--- config.mk ---
export PLATFORM = sky130hd
export DESIGN_NAME = pattern_sequencer
export DESIGN_NICKNAME = d
export VERILOG_FILES = /design/src/rtl/pattern_sequencer.sv
export SDC_FILE = /design/constraint.sdc
export NUM_CORES = 1
export LEC_CHECK = 0
export BUFFER_PORTS_ARGS = -buffer_cell sky130_fd_sc_hd__clkbuf_2
export CORE_MARGIN = 2
export CORE_UTILIZATION = 40
export DETAILED_ROUTE_END_ITERATION = 6
export GPL_ROUTABILITY_DRIVEN = 0
export RECOVER_POWER = 100
export SETUP_SLACK_MARGIN = 0.1
export SLEW_MARGIN = 20
export SYNTH_ARGS = -nofsm -noshare
export SYNTH_HDL_FRONTEND = slang
export SYNTH_SLANG_ARGS = --single-unit
--- constraint.sdc ---
create_clock -name clk -period 4.05 [get_ports clk]
set_clock_uncertainty 0.1 [all_clocks]
set_input_delay 0.6075 -clock clk [delete_from_list [all_inputs] [get_ports clk]]
set_output_delay 0.6075 -clock clk [all_outputs]
set_load 0.01 [all_outputs]
--- src/rtl/pattern_sequencer.sv ---
`default_nettype none
// ============================================================================
// Module   : pattern_sequencer
// Function : Walks a one/two-hot 8-bit half-step pattern toward a 4-bit target
//            position, taking one half-step every STEP_DIV enabled clocks.
// Revision : 1.0
// ============================================================================
module pattern_sequencer #(
    parameter int STEP_DIV = 50000
) (
    input  logic       clk,
    input  logic       reset,
    input  logic [3:0] target,
    input  logic       target_valid,
    output logic       target_ready,
    input  logic       enable,
    output logic [7:0] pattern,
    output logic [3:0] position,
    output logic       busy,
    output logic       done
);

    localparam int             c_DIV_W   = (STEP_DIV > 2) ? $clog2(STEP_DIV) : 1;
    localparam logic [c_DIV_W-1:0] c_DIV_MAX = c_DIV_W'(STEP_DIV - 1);

    typedef enum logic [0:0] {
        S_IDLE = 1'b0,
        S_RUN  = 1'b1
    } state_t;

    state_t               state_q, state_d;
    logic [3:0]           pos_q, pos_d;
    logic [7:0]           pattern_q, pattern_d;
    logic [c_DIV_W-1:0]   div_q, div_d;
    logic [3:0]           tgt_q, tgt_d;
    logic                 done_q, done_d;
    logic [3:0]           w_pos_step;

    // Odd codes light one coil bit, even codes light the pair straddling it.
    function automatic logic [7:0] encode(input logic [3:0] p);
        logic [7:0] r;
        r = 8'h00;
        if (p[0]) begin
            r[p[3:1]] = 1'b1;
        end else if (p != 4'd0) begin
            r[p[3:1]]        = 1'b1;
            r[p[3:1] - 3'd1] = 1'b1;
        end
        return r;
    endfunction

    assign target_ready = (state_q == S_IDLE) && !reset;
    assign w_pos_step   = (tgt_q > pos_q) ? (pos_q + 4'd1) : (pos_q - 4'd1);

    always_comb begin
        state_d   = state_q;
        pos_d     = pos_q;
        pattern_d = pattern_q;
        div_d     = div_q;
        tgt_d     = tgt_q;
        done_d    = 1'b0;
        case (state_q)
            S_IDLE: begin
                if (target_valid && target_ready) begin
                    if (target == pos_q) begin
                        done_d = 1'b1;
                    end else begin
                        tgt_d   = target;
                        div_d   = '0;
                        state_d = S_RUN;
                    end
                end
            end
            S_RUN: begin
                if (enable) begin
                    if (div_q == c_DIV_MAX) begin
                        div_d     = '0;
                        pos_d     = w_pos_step;
                        pattern_d = encode(w_pos_step);
                        if (w_pos_step == tgt_q) begin
                            state_d = S_IDLE;
                            done_d  = 1'b1;
                        end
                    end else begin
                        div_d = div_q + c_DIV_W'(1);
                    end
                end
            end
            default: state_d = S_IDLE;
        endcase
    end

    always_ff @(posedge clk) begin
        if (reset) begin
            state_q   <= S_IDLE;
            pos_q     <= 4'd0;
            pattern_q <= 8'h00;
            div_q     <= '0;
            tgt_q     <= 4'd0;
            done_q    <= 1'b0;
        end else begin
            state_q   <= state_d;
            pos_q     <= pos_d;
            pattern_q <= pattern_d;
            div_q     <= div_d;
            tgt_q     <= tgt_d;
            done_q    <= done_d;
        end
    end

    assign pattern  = pattern_q;
    assign position = pos_q;
    assign busy     = (state_q == S_RUN);
    assign done     = done_q;

endmodule
`default_nettype wire
# After elaboration in Yosys (flattened, before gate mapping)
# Index checks and enable logic that the tools add are counted.
# totals
in_bits,8
regBits,34
wordCells,57
out_inout_bits,15
# classes
add_sub_neg,4
muxes,24
n_reduce_logical,9
bitwise_logic,3
eq_ne,6
order_cmp,5
# ops
operator,n
two-way mux 16 bit,4
case mux 16 bit (2 select lines),1
"adder 16 x 1 -> 16 bit, second input constant",1
"equality test 16 bit, second input constant",1
two-way mux 8 bit,2
two-way mux 1 bit,12
AND reduction 3 bit,3
equality test 4 bit,2
"< comparator 3 x 4 -> 1 bit, second input constant",2
bitwise OR 8 bit,1
demux 1 bit (select 3 bit),2
">= comparator 3 x 1 -> 1 bit, second input constant",2
"adder 4 x 1 -> 4 bit, second input constant",1
greater-than comparator 4 bit,1
logical AND 1 bit,4
two-way mux 4 bit,1
"inequality test 2 bit, second input constant",2
case mux 1 bit (2 select lines),2
nonzero test 4 bit,1
"subtractor 4 x 1 -> 4 bit, second input constant",1
"subtractor 3 x 1 -> 3 bit, second input constant",1
"inequality test 2 x 1 -> 1 bit, second input constant",1
inverter 1 bit,2
logical NOT 1 bit,1

# Longest topological paths before layout
# Gate-level depths: netlist (run 1).
# depth
ltp_word,10
depth_mapped,15
mapped_depth_nobuf,14

# Worst setup path before layout (run 1)
# Ideal clock, no wire load.
# synth_timing
path_kind,register to register
startpoint,"register pos_q[1], in the netlist position[1]"
endpoint,"register pattern_q[6], in the netlist pattern[6]"
arrival_ps,3057
stages_incl_launch_ff,13
required_ps,3834
path_slack_ps,777
period_less_slack_ps,3273
cell_sequence,dfxtp_1 -> inv_1 -> ha_1 -> nor2b_1 -> o211ai_1 -> a21oi_2 -> inv_1 -> ha_1 -> xnor2_1 -> inv_1 -> ha_1 -> mux2_2 -> a41o_1
# synth_between
elab_chain_len,10
word_cells_on_any_way,19
# synth_rtl
element,line,source
start: declaration,32,"logic [3:0] pos_q, pos_d;"
start signal: assignment,103,pos_q <= pos_d;
"subtractor 4 x 1 -> 4 bit, or another cell as far along",53,assign w_pos_step = (tgt_q > pos_q) ? (pos_q + 4'd1) : (pos_q - 4'd1);
two-way mux 4 bit *,53,
subtractor 3 x 1 -> 3 bit,47,r[p[3:1] - 3'd1] = 1'b1;
< comparator 3 x 4 -> 1 bit (implied by the code) / >= comparator 3 x 1 -> 1 bit (equally long branches),47,
logical AND 1 bit (implied by the code),47,
two-way mux 1 bit (implied by the code),47,
demux 1 bit (select 3 bit),47,
bitwise OR 8 bit (no line),-,
two-way mux 8 bit,45,end else if (p != 4'd0) begin
two-way mux 8 bit *,43,if (p[0]) begin
end signal: assignment,104,pattern_q <= pattern_d;
end: declaration,33,"logic [7:0] pattern_q, pattern_d;"
# Mark *: on every way between the ends. The rest lies on a longest branch, timed or not.
# A chain may end at the register's enable or synchronous reset.

# Final worst setup path (run 1)
# Same ends and word-level chain as after synthesis.

==> impl_metrics.ini, run 1 <==
[power]
power.share.clock = 0.414
p_comb_frac = 0.144
irDropWorstVdd_mv = 0.132
total_power_mw = 0.782
pwr-share-seq = 0.442
switching_share = 0.261
intPower_mw = 0.578
leakagePower_nw = 0.887
p_sw_mw = 0.204
power.density_nw_per_um2 = 344

[sta]
fin_crit_sh = 0.894
finalMaxSlewViolations = 0
tns_ps = 0
worst_pin_slew_ps = 1070
max_freq_ghz = 0.276
period_needed_ps = 3620
rsz0062_at_grt = false
setup_viol_count_final = 0
relSlewSlack = 0.285
hold_viol = 0

[global_routing]
antenna_found_initial = 0
grt_pass1_vias = 1473
grt_pass1_wl_um = 7220
grt_usage = 0.167
gr-total-overflow = 0
grt_start_max_net_pins = 27

[yosys]
synthArstFlopShare = 0
syn_avg_cell_area_um2 = 8.77
netlist_instances = 234
synthesis.nets = 252
ys_types = 54
synthTopCellsByArea = dfxtp_1, xor2_1, nor2_1
ys_warn_count = 0
ys_seq_area_frac = 0.332
synth_edf_count = 0
yosys_register_bits = 34
synth_top_area_cell = dfxtp_1
synth_area_um2 = 2050
synth_flop_cell = dfxtp_1
synth_top_area_share = 0.332

[routing]
routed_wl_um = 4320
drt-initial-drc-count = 121
viasPerCell = 5.10
drc = 0
avgRoutedWirePerCell_um = 13.3
num_vias = 1664
drtPass1Iterations = 4
ant_nets = 0

[cells_and_area]
syn_to_final_growth_pct = 10.7
antenna_cells_inserted = 0
drive_gt1_frac = 0.113
final_util = 0.451
nets = 274
finalInstanceArea_um2 = 2270
fill_cells = 508
final_cells = 326

[worst_setup_path]
critPathKind = flip-flop to flip-flop
worstPathRequired_ps = 4130
critPathLaunchType = flip-flop
path_max_fanout = 17
max_stage_delay_ps = 420
cp-end-kind = flip-flop
reg2reg_to = pattern[6]
crit_chain = inv_1 > ha_1 > nor2b_1 > o211ai_1 > a21oi_2 > inv_1 > ha_1 > a21o_1 > a21oi_1 > xnor2_1 > xnor2_4 > nor2_1 > mux2_1 > a41o_1
reg2reg_depth = 14
rrSetupSlack_ps = 430
cp_slowest_cell = xnor2_4
arrival_ps = 3700
r2r_start = position[1]

[placed_design]
dp_hpwl_um = 3170
place_area_um2 = 2210
dp_cells = 319
numPortBuffers = 22

[worst_hold_path]
whs_path_depth = 2
hp-class = flip-flop to flip-flop
hold_path_end = div_q[15]
hp-start = div_q[15]

[clocking]
cts.sinks = 34
h-tree-depth = 2
cts_setup_buffers = 0
cts_buffers = 5
cts_hold_buffers = 0
cts_root_buffer = clkbuf_8
clk_pin_slew_worst_paths_ps = 70
cts_max_path_buffers = 2
clock_latency_ps = 290
tritoncts = built
cts_resized = 0

[floorplanning]
rows = 26
io_pins = 23
coreArea_um2 = 5040
dieArea_um2 = 5720
start_util = 0.407
fp.dieW_um = 75.6
die-height_um = 75.6

[status]
status = complete, no violations

[job]
drv_cap = 0
[state kept, by name, indices dropped and copies added (netlist names)]
register,flops
pattern,8
div_q,16
busy,1
done,1
tgt_q,4
position,4
[synth_stat cells (all sizes together) (2+ instances only)]
| cell type | number |
|---|---|
| a21o | 4 |
| a21oi | 11 |
| and3 | 6 |
| and4 | 4 |
| and4b | 2 |
| buf | 6 |
| clkbuf | 5 |
| dfxtp | 34 |
| ha | 9 |
| inv | 8 |
| mux2i | 6 |
| nand2 | 23 |
| nand3 | 9 |
| nand3b | 3 |
| nand4 | 7 |
| nor2 | 32 |
| nor2b | 3 |
| nor3 | 5 |
| nor3b | 2 |
| o21ai | 8 |
| o22ai | 2 |
| o41ai | 2 |
| xnor2 | 9 |
| xor2 | 16 |
[cell type report]
cell class / instances / area [um2] / area share
multi-input cells: 181 / 1250 / 0.549
repair buffers: 26 / 115 / 0.0506
clock buffers: 6 / 82.6 / 0.0363
clock inverters: 1 / 30.0 / 0.0132
flip-flops and latches: 34 / 681 / 0.299
inverters: 8 / 30.0 / 0.0132
well taps: 70 / 87.6 / 0.0385
[critical path, delay by kind of cell (launching register included)]
family	cells	cell delay (ps)
simple gates	2	260
buf+inv	2	210
flops	1	410
fa+ha+maj	2	610
xor+xnor	2	580
mux	1	340
compound gates	5	980
[cells in the final DEF, fill, tap and decap left out, types with 3 or more instances in the layout]
| master | netlist | routed |
|---|---|---|
| mux2i_1 | 6 | 6 |
| nor2b_1 | 3 | 3 |
| ha_1 | 9 | 9 |
| clkbuf_8 | 0 | 6 |
| inv_1 | 8 | 8 |
| clkbuf_2 | 1 | 8 |
| nand3b_1 | 3 | 3 |
| xnor2_1 | 7 | 8 |
| nand4_1 | 7 | 7 |
| nor3_1 | 5 | 5 |
| a21oi_1 | 9 | 10 |
| dfxtp_1 | 34 | 34 |
| xor2_1 | 15 | 15 |
| and3_1 | 3 | 4 |
| o21ai_0 | 8 | 8 |
| clkbuf_1 | 4 | 16 |
| a21o_1 | 4 | 4 |
| nor2_1 | 31 | 32 |
| nand2_1 | 22 | 23 |
| and4_1 | 3 | 3 |
| nand3_1 | 9 | 9 |
[power by group through the flow]
stage	Combinational [mW]	Clock, mW	Sequential, mW
final	0.113	0.324	0.345
after global placement	0.116	0	0.353
after detailed placement	0.116	0	0.353
after CTS	0.117	0.334	0.345
after floorplan	0.0923	0	0.351
after global routing	0.126	0.348	0.346
[routing by layer]
layer / global-route usage / vias up / part of all wire
met4: 0.0585 / 0 / 0.010
met1: 0.247 / 757 / 0.52
met5: 0 / - / 0
met2: 0.232 / 41 / 0.41
li1: - / 862 / -
met3: 0.0423 / 4 / 0.057
[cell families (layout without fill, tap and decap cells)]
kind of cell               after synthesis  after routing  share of synthesized area
buffers and inverters                   19             41                     0.0481
muxes                                    7              7                     0.0347
AOI/OAI and AO/OA                       36             36                      0.128
and+or+nand+nor                        103            103                      0.264
adders and majority gates               10             10                     0.0646
DFF                                     34             34                      0.332
xor gates and xnor gates                25             25                      0.129
[per-stage QoR]
step                hold slack (ps)  setup WS, ps
floorplan                       358           777
global placement                393           627
detailed placement              395           513
CTS                             416           496
global route                    462           115
finish                          409           431
[worst max-delay path by stage]
stage	from	end	slack [ps]	cells after the start
2_1_floorplan	position[1]	pattern[6]	780	12
3_5_place_dp	position[1]	pattern[6]	510	14
5_1_grt	position[1]	pattern[6]	110	14
3_3_place_gp	position[1]	pattern[6]	630	14
6_report	position[1]	pattern[6]	430	14
4_1_cts	position[1]	pattern[6]	500	14
Note: power is estimated with default switching activity, not from simulation.
==> run 2, diff against run 1 <==
--- a/config.mk
+++ b/config.mk
@@ -10,6 +10,7 @@
 export CORE_UTILIZATION = 40
 export DETAILED_ROUTE_END_ITERATION = 6
 export GPL_ROUTABILITY_DRIVEN = 0
+export MAX_ROUTING_LAYER = met4
 export RECOVER_POWER = 100
 export SETUP_SLACK_MARGIN = 0.1
 export SLEW_MARGIN = 20
==> impl_metrics.ini, run 2 (synthesis gave the netlist of run 1 again) <==
[cells_and_area]
final_common_cell = dfxtp_1
finalInstanceArea_um2 = 2270
ff_latch_area_um2 = 681
drive_gt1_frac = 0.113
largest_reg_flops = 16
nets = 274
syn_to_final_growth_pct = 10.7
antenna_cells_inserted = 0
final_cell_mix = dfxtp_1, nor2_1, nand2_1, clkbuf_1, xor2_1
multi_input_area_um2 = 1250
fill_cells = 508
largest_register = div_q

[sta]
fin_crit_sh = 0.894
tns_ps = 0
hold_viol = 0
period_needed_ps = 3620
rsz0062_at_grt = false
finalMaxSlewViolations = 0
worst_pin_slew_ps = 1070
max_freq_ghz = 0.276
setup_viol_count_final = 0
relSlewSlack = 0.285

[global_routing]
grt_usage = 0.172
grt_pass1_vias = 1473
gr-total-overflow = 0
antenna_found_initial = 0
grt_start_max_net_pins = 27
grt_pass1_wl_um = 7220

[clocking]
cts_buffers = 5
h-tree-depth = 2
clock_latency_ps = 290
cts_resized = 0
cts.sinks = 34
clk_pin_slew_worst_paths_ps = 70
cts_root_buffer = clkbuf_8
tritoncts = built
cts_setup_buffers = 0
cts_hold_buffers = 0
cts_max_path_buffers = 2

[routing]
drc = 0
avgRoutedWirePerCell_um = 13.3
routed_wl_um = 4320
viasPerCell = 5.10
drtPass1Iterations = 4
num_vias = 1664
drt-initial-drc-count = 121
ant_nets = 0

[floorplanning]
coreArea_um2 = 5040
io_pins = 23
dieArea_um2 = 5720
fp.dieW_um = 75.6
die-height_um = 75.6
start_util = 0.407
rows = 26

[power]
intPower_mw = 0.578
irDropWorstVdd_mv = 0.132
power.density_nw_per_um2 = 344
total_power_mw = 0.782
p_comb_frac = 0.144
power.share.clock = 0.414
pwr-share-seq = 0.442
p_sw_mw = 0.204
leakagePower_nw = 0.887
switching_share = 0.261

[worst_setup_path]
path_max_fanout = 17
cp-end-kind = flip-flop
arrival_ps = 3700
worstPathRequired_ps = 4130
critPathKind = flip-flop to flip-flop
critPathLaunchType = flip-flop

[placed_design]
place_area_um2 = 2210
dp_hpwl_um = 3170
numPortBuffers = 22

[worst_hold_path]
hp-class = flip-flop to flip-flop

[status]
status = complete, no violations

[job]
drv_cap = 0
## run 2: final cells by class
class / instances / share of cell area
clock buffers: 6 / 0.0363
clock inverters: 1 / 0.0132
inverters: 8 / 0.0132
multi-input cells: 181 / 0.549
flip-flops and latches: 34 / 0.299
well taps: 70 / 0.0385
repair buffers: 26 / 0.0506
## run 2: path summary, 6_finish.rpt
path / end / from / cells past startpoint / slack, ps
max: pattern[6] / position[1] / 14 / 430
min: div_q[15] / div_q[15] / 2 / 410
max reg2reg: pattern[6] / position[1] / 14 / 430
min reg2reg: div_q[15] / div_q[15] / 2 / 410
## run 2: power by group through the flow
stage	clock network (mW)	registers [mW]	logic, mW
after floorplan	0	0.351	0.0923
after global placement	0	0.353	0.116
after detailed placement	0	0.353	0.116
after CTS	0.334	0.345	0.117
after global routing	0.348	0.346	0.126
final	0.324	0.345	0.113
## run 2: layer usage
metal  wire length, um  vias to the layer above  part of all wire  GRT usage
li1                  -                      862                 -          -
met1              2250                      757              0.52      0.250
met2              1790                       41              0.41      0.232
met3               235                        4             0.054     0.0370
met4                45                        0             0.010     0.0585
met5                 0                        -                 0          -
## run 2: metrics by stage
| stage | cells | hold WS [ps] | worst slack, ps | utilization |
|---|---|---|---|---|
| floorplan | 234 | 358 | 777 | - |
| global placement | 319 | 393 | 627 | 0.439 |
| detailed placement | 319 | 395 | 513 | 0.439 |
| CTS | 326 | 416 | 496 | 0.461 |
| global route | 326 | 462 | 115 | 0.451 |
| finish | 326 | 409 | 431 | 0.451 |
## run 2: worst max-delay path, cell delays in order, from the launching register on
cell and delay (ps):
dfxtp_1 410, inv_1 100, ha_1 300, nor2b_1 120
o211ai_1 100, a21oi_2 320, inv_1 110, ha_1 310
a21o_1 180, a21oi_1 170, xnor2_1 160, xnor2_4 420
nor2_1 140, mux2_1 340, a41o_1 210
==> run 3, diff against run 2 <==
--- a/config.mk
+++ b/config.mk
@@ -7,10 +7,11 @@
 export LEC_CHECK = 0
 export BUFFER_PORTS_ARGS = -buffer_cell sky130_fd_sc_hd__clkbuf_2
 export CORE_MARGIN = 2
-export CORE_UTILIZATION = 40
+export CORE_UTILIZATION = 58
 export DETAILED_ROUTE_END_ITERATION = 6
 export GPL_ROUTABILITY_DRIVEN = 0
 export MAX_ROUTING_LAYER = met4
+export PLACE_DENSITY = 0.79
 export RECOVER_POWER = 100
 export SETUP_SLACK_MARGIN = 0.1
 export SLEW_MARGIN = 20
==> impl_metrics.ini, run 3 (synthesis gave the netlist of run 1 again) <==
[sta]
relSlewSlack = -0.188
tns_ps = 0
setup_viol_count_final = 0
hold_viol = 0
worst_pin_slew_ps = 1760
fin_crit_sh = 0.905
period_needed_ps = 3660
max_freq_ghz = 0.273
finalMaxSlewViolations = 8
rsz0062_at_grt = false

[worst_hold_path]
hp-start = tgt_q[0]
hp-class = flip-flop to flip-flop

[floorplanning]
io_pins = 23
die-height_um = 63.5
start_util = 0.610
rows = 21
coreArea_um2 = 3360
fp.dieW_um = 63.5
dieArea_um2 = 4030

[status]
violations = capacitance limit, slew limit
status = complete, but fails checks

[clocking]
clock_latency_ps = 340
cts_resized = 0
cts_hold_buffers = 0
cts_max_path_buffers = 2
cts_root_buffer = clkbuf_4
tritoncts = built
cts.sinks = 34
clk_pin_slew_worst_paths_ps = 110
cts_setup_buffers = 0
cts_buffers = 5
h-tree-depth = 2

[power]
leakagePower_nw = 0.869
power.share.clock = 0.359
p_comb_frac = 0.156
intPower_mw = 0.524
total_power_mw = 0.712
power.density_nw_per_um2 = 324
pwr-share-seq = 0.485
irDropWorstVdd_mv = 0.165
p_sw_mw = 0.188
switching_share = 0.264

[global_routing]
grt_start_max_net_pins = 26
grt_pass1_wl_um = 6930
grt_pass1_vias = 1568
antenna_found_initial = 0
grt_usage = 0.222
gr-total-overflow = 0

[routing]
drc = 0
num_vias = 1680
avgRoutedWirePerCell_um = 13.4
drtPass1Iterations = 5
drt-initial-drc-count = 75
viasPerCell = 5.58
ant_nets = 0
routed_wl_um = 4040

[cells_and_area]
final_common_cell = dfxtp_1
largest_register = div_q
final_cell_mix = dfxtp_1, nor2_1, nand2_1, xor2_1, clkbuf_1
syn_to_final_growth_pct = 7.01
largest_reg_flops = 16
nets = 273
antenna_cells_inserted = 0
drive_gt1_frac = 0.122
final_util = 0.653

[placed_design]
numPortBuffers = 22
dp_hpwl_um = 2950

[worst_setup_path]
r2r_start = position[1]
critPathLaunchType = flip-flop
arrival_ps = 3790
cp-end-kind = flip-flop
crit_path_start = position[1]
path_max_fanout = 17
critPathKind = flip-flop to flip-flop
worstPathRequired_ps = 4180

[job]
drv_cap = 1
[run 3: worst paths after layout]
kind	endpoint	slack [ps]	cells past startpoint
max	pattern[6]	390	14
min	tgt_q[0]	410	2
max reg2reg	pattern[6]	390	14
min reg2reg	tgt_q[0]	410	2
[run 3: power by group through the flow]
stage	combinational [mW]	clock (mW)	sequential [mW]
6_report	0.111	0.256	0.345
4_1_cts	0.114	0.261	0.345
2_1_floorplan	0.0923	0	0.351
3_5_place_dp	0.113	0	0.353
5_1_grt	0.123	0.271	0.346
3_3_place_gp	0.111	0	0.353
[run 3: final cells by class]
cell class,count,area [um2]
fill,308,1170
sequential,34,681
inverter,8,30.0
multi-input combinational,181,1240
timing repair buffer,25,109
tap,46,57.6
clock inverter,1,30.0
clock buffer,6,51.3
[run 3: through the flow]
step / setup slack (ps) / hold slack [ps] / instances / cell area, um2
after floorplan: 777 / 358 / 234 / 2050
after global placement: 631 / 381 / 294 / 2170
after detailed placement: 464 / 391 / 294 / 2170
after CTS: 447 / 415 / 301 / 2260
after global routing: 114 / 438 / 301 / 2200
final: 387 / 407 / 301 / 2200
[run 3: critical path, cell delays in order, from the launching register on]
cell	delay, ps
dfxtp_1	440
inv_1	110
ha_1	310
nor2b_1	130
o211ai_1	110
a21oi_2	330
inv_1	110
ha_1	310
a21o_1	190
a21oi_1	170
xnor2_1	160
xnor2_4	420
nor2_1	140
mux2_2	300
a41o_1	210
[run 3: layer usage]
metal  GRT usage  vias to the layer above  wire (um)  share of wire
met5           -                        -          0              0
met4      0.0652                        0         42          0.010
met3      0.0446                        5        164          0.041
met1       0.263                      785       1820           0.45
li1            -                      862          -              -
met2       0.380                       28       2010           0.50
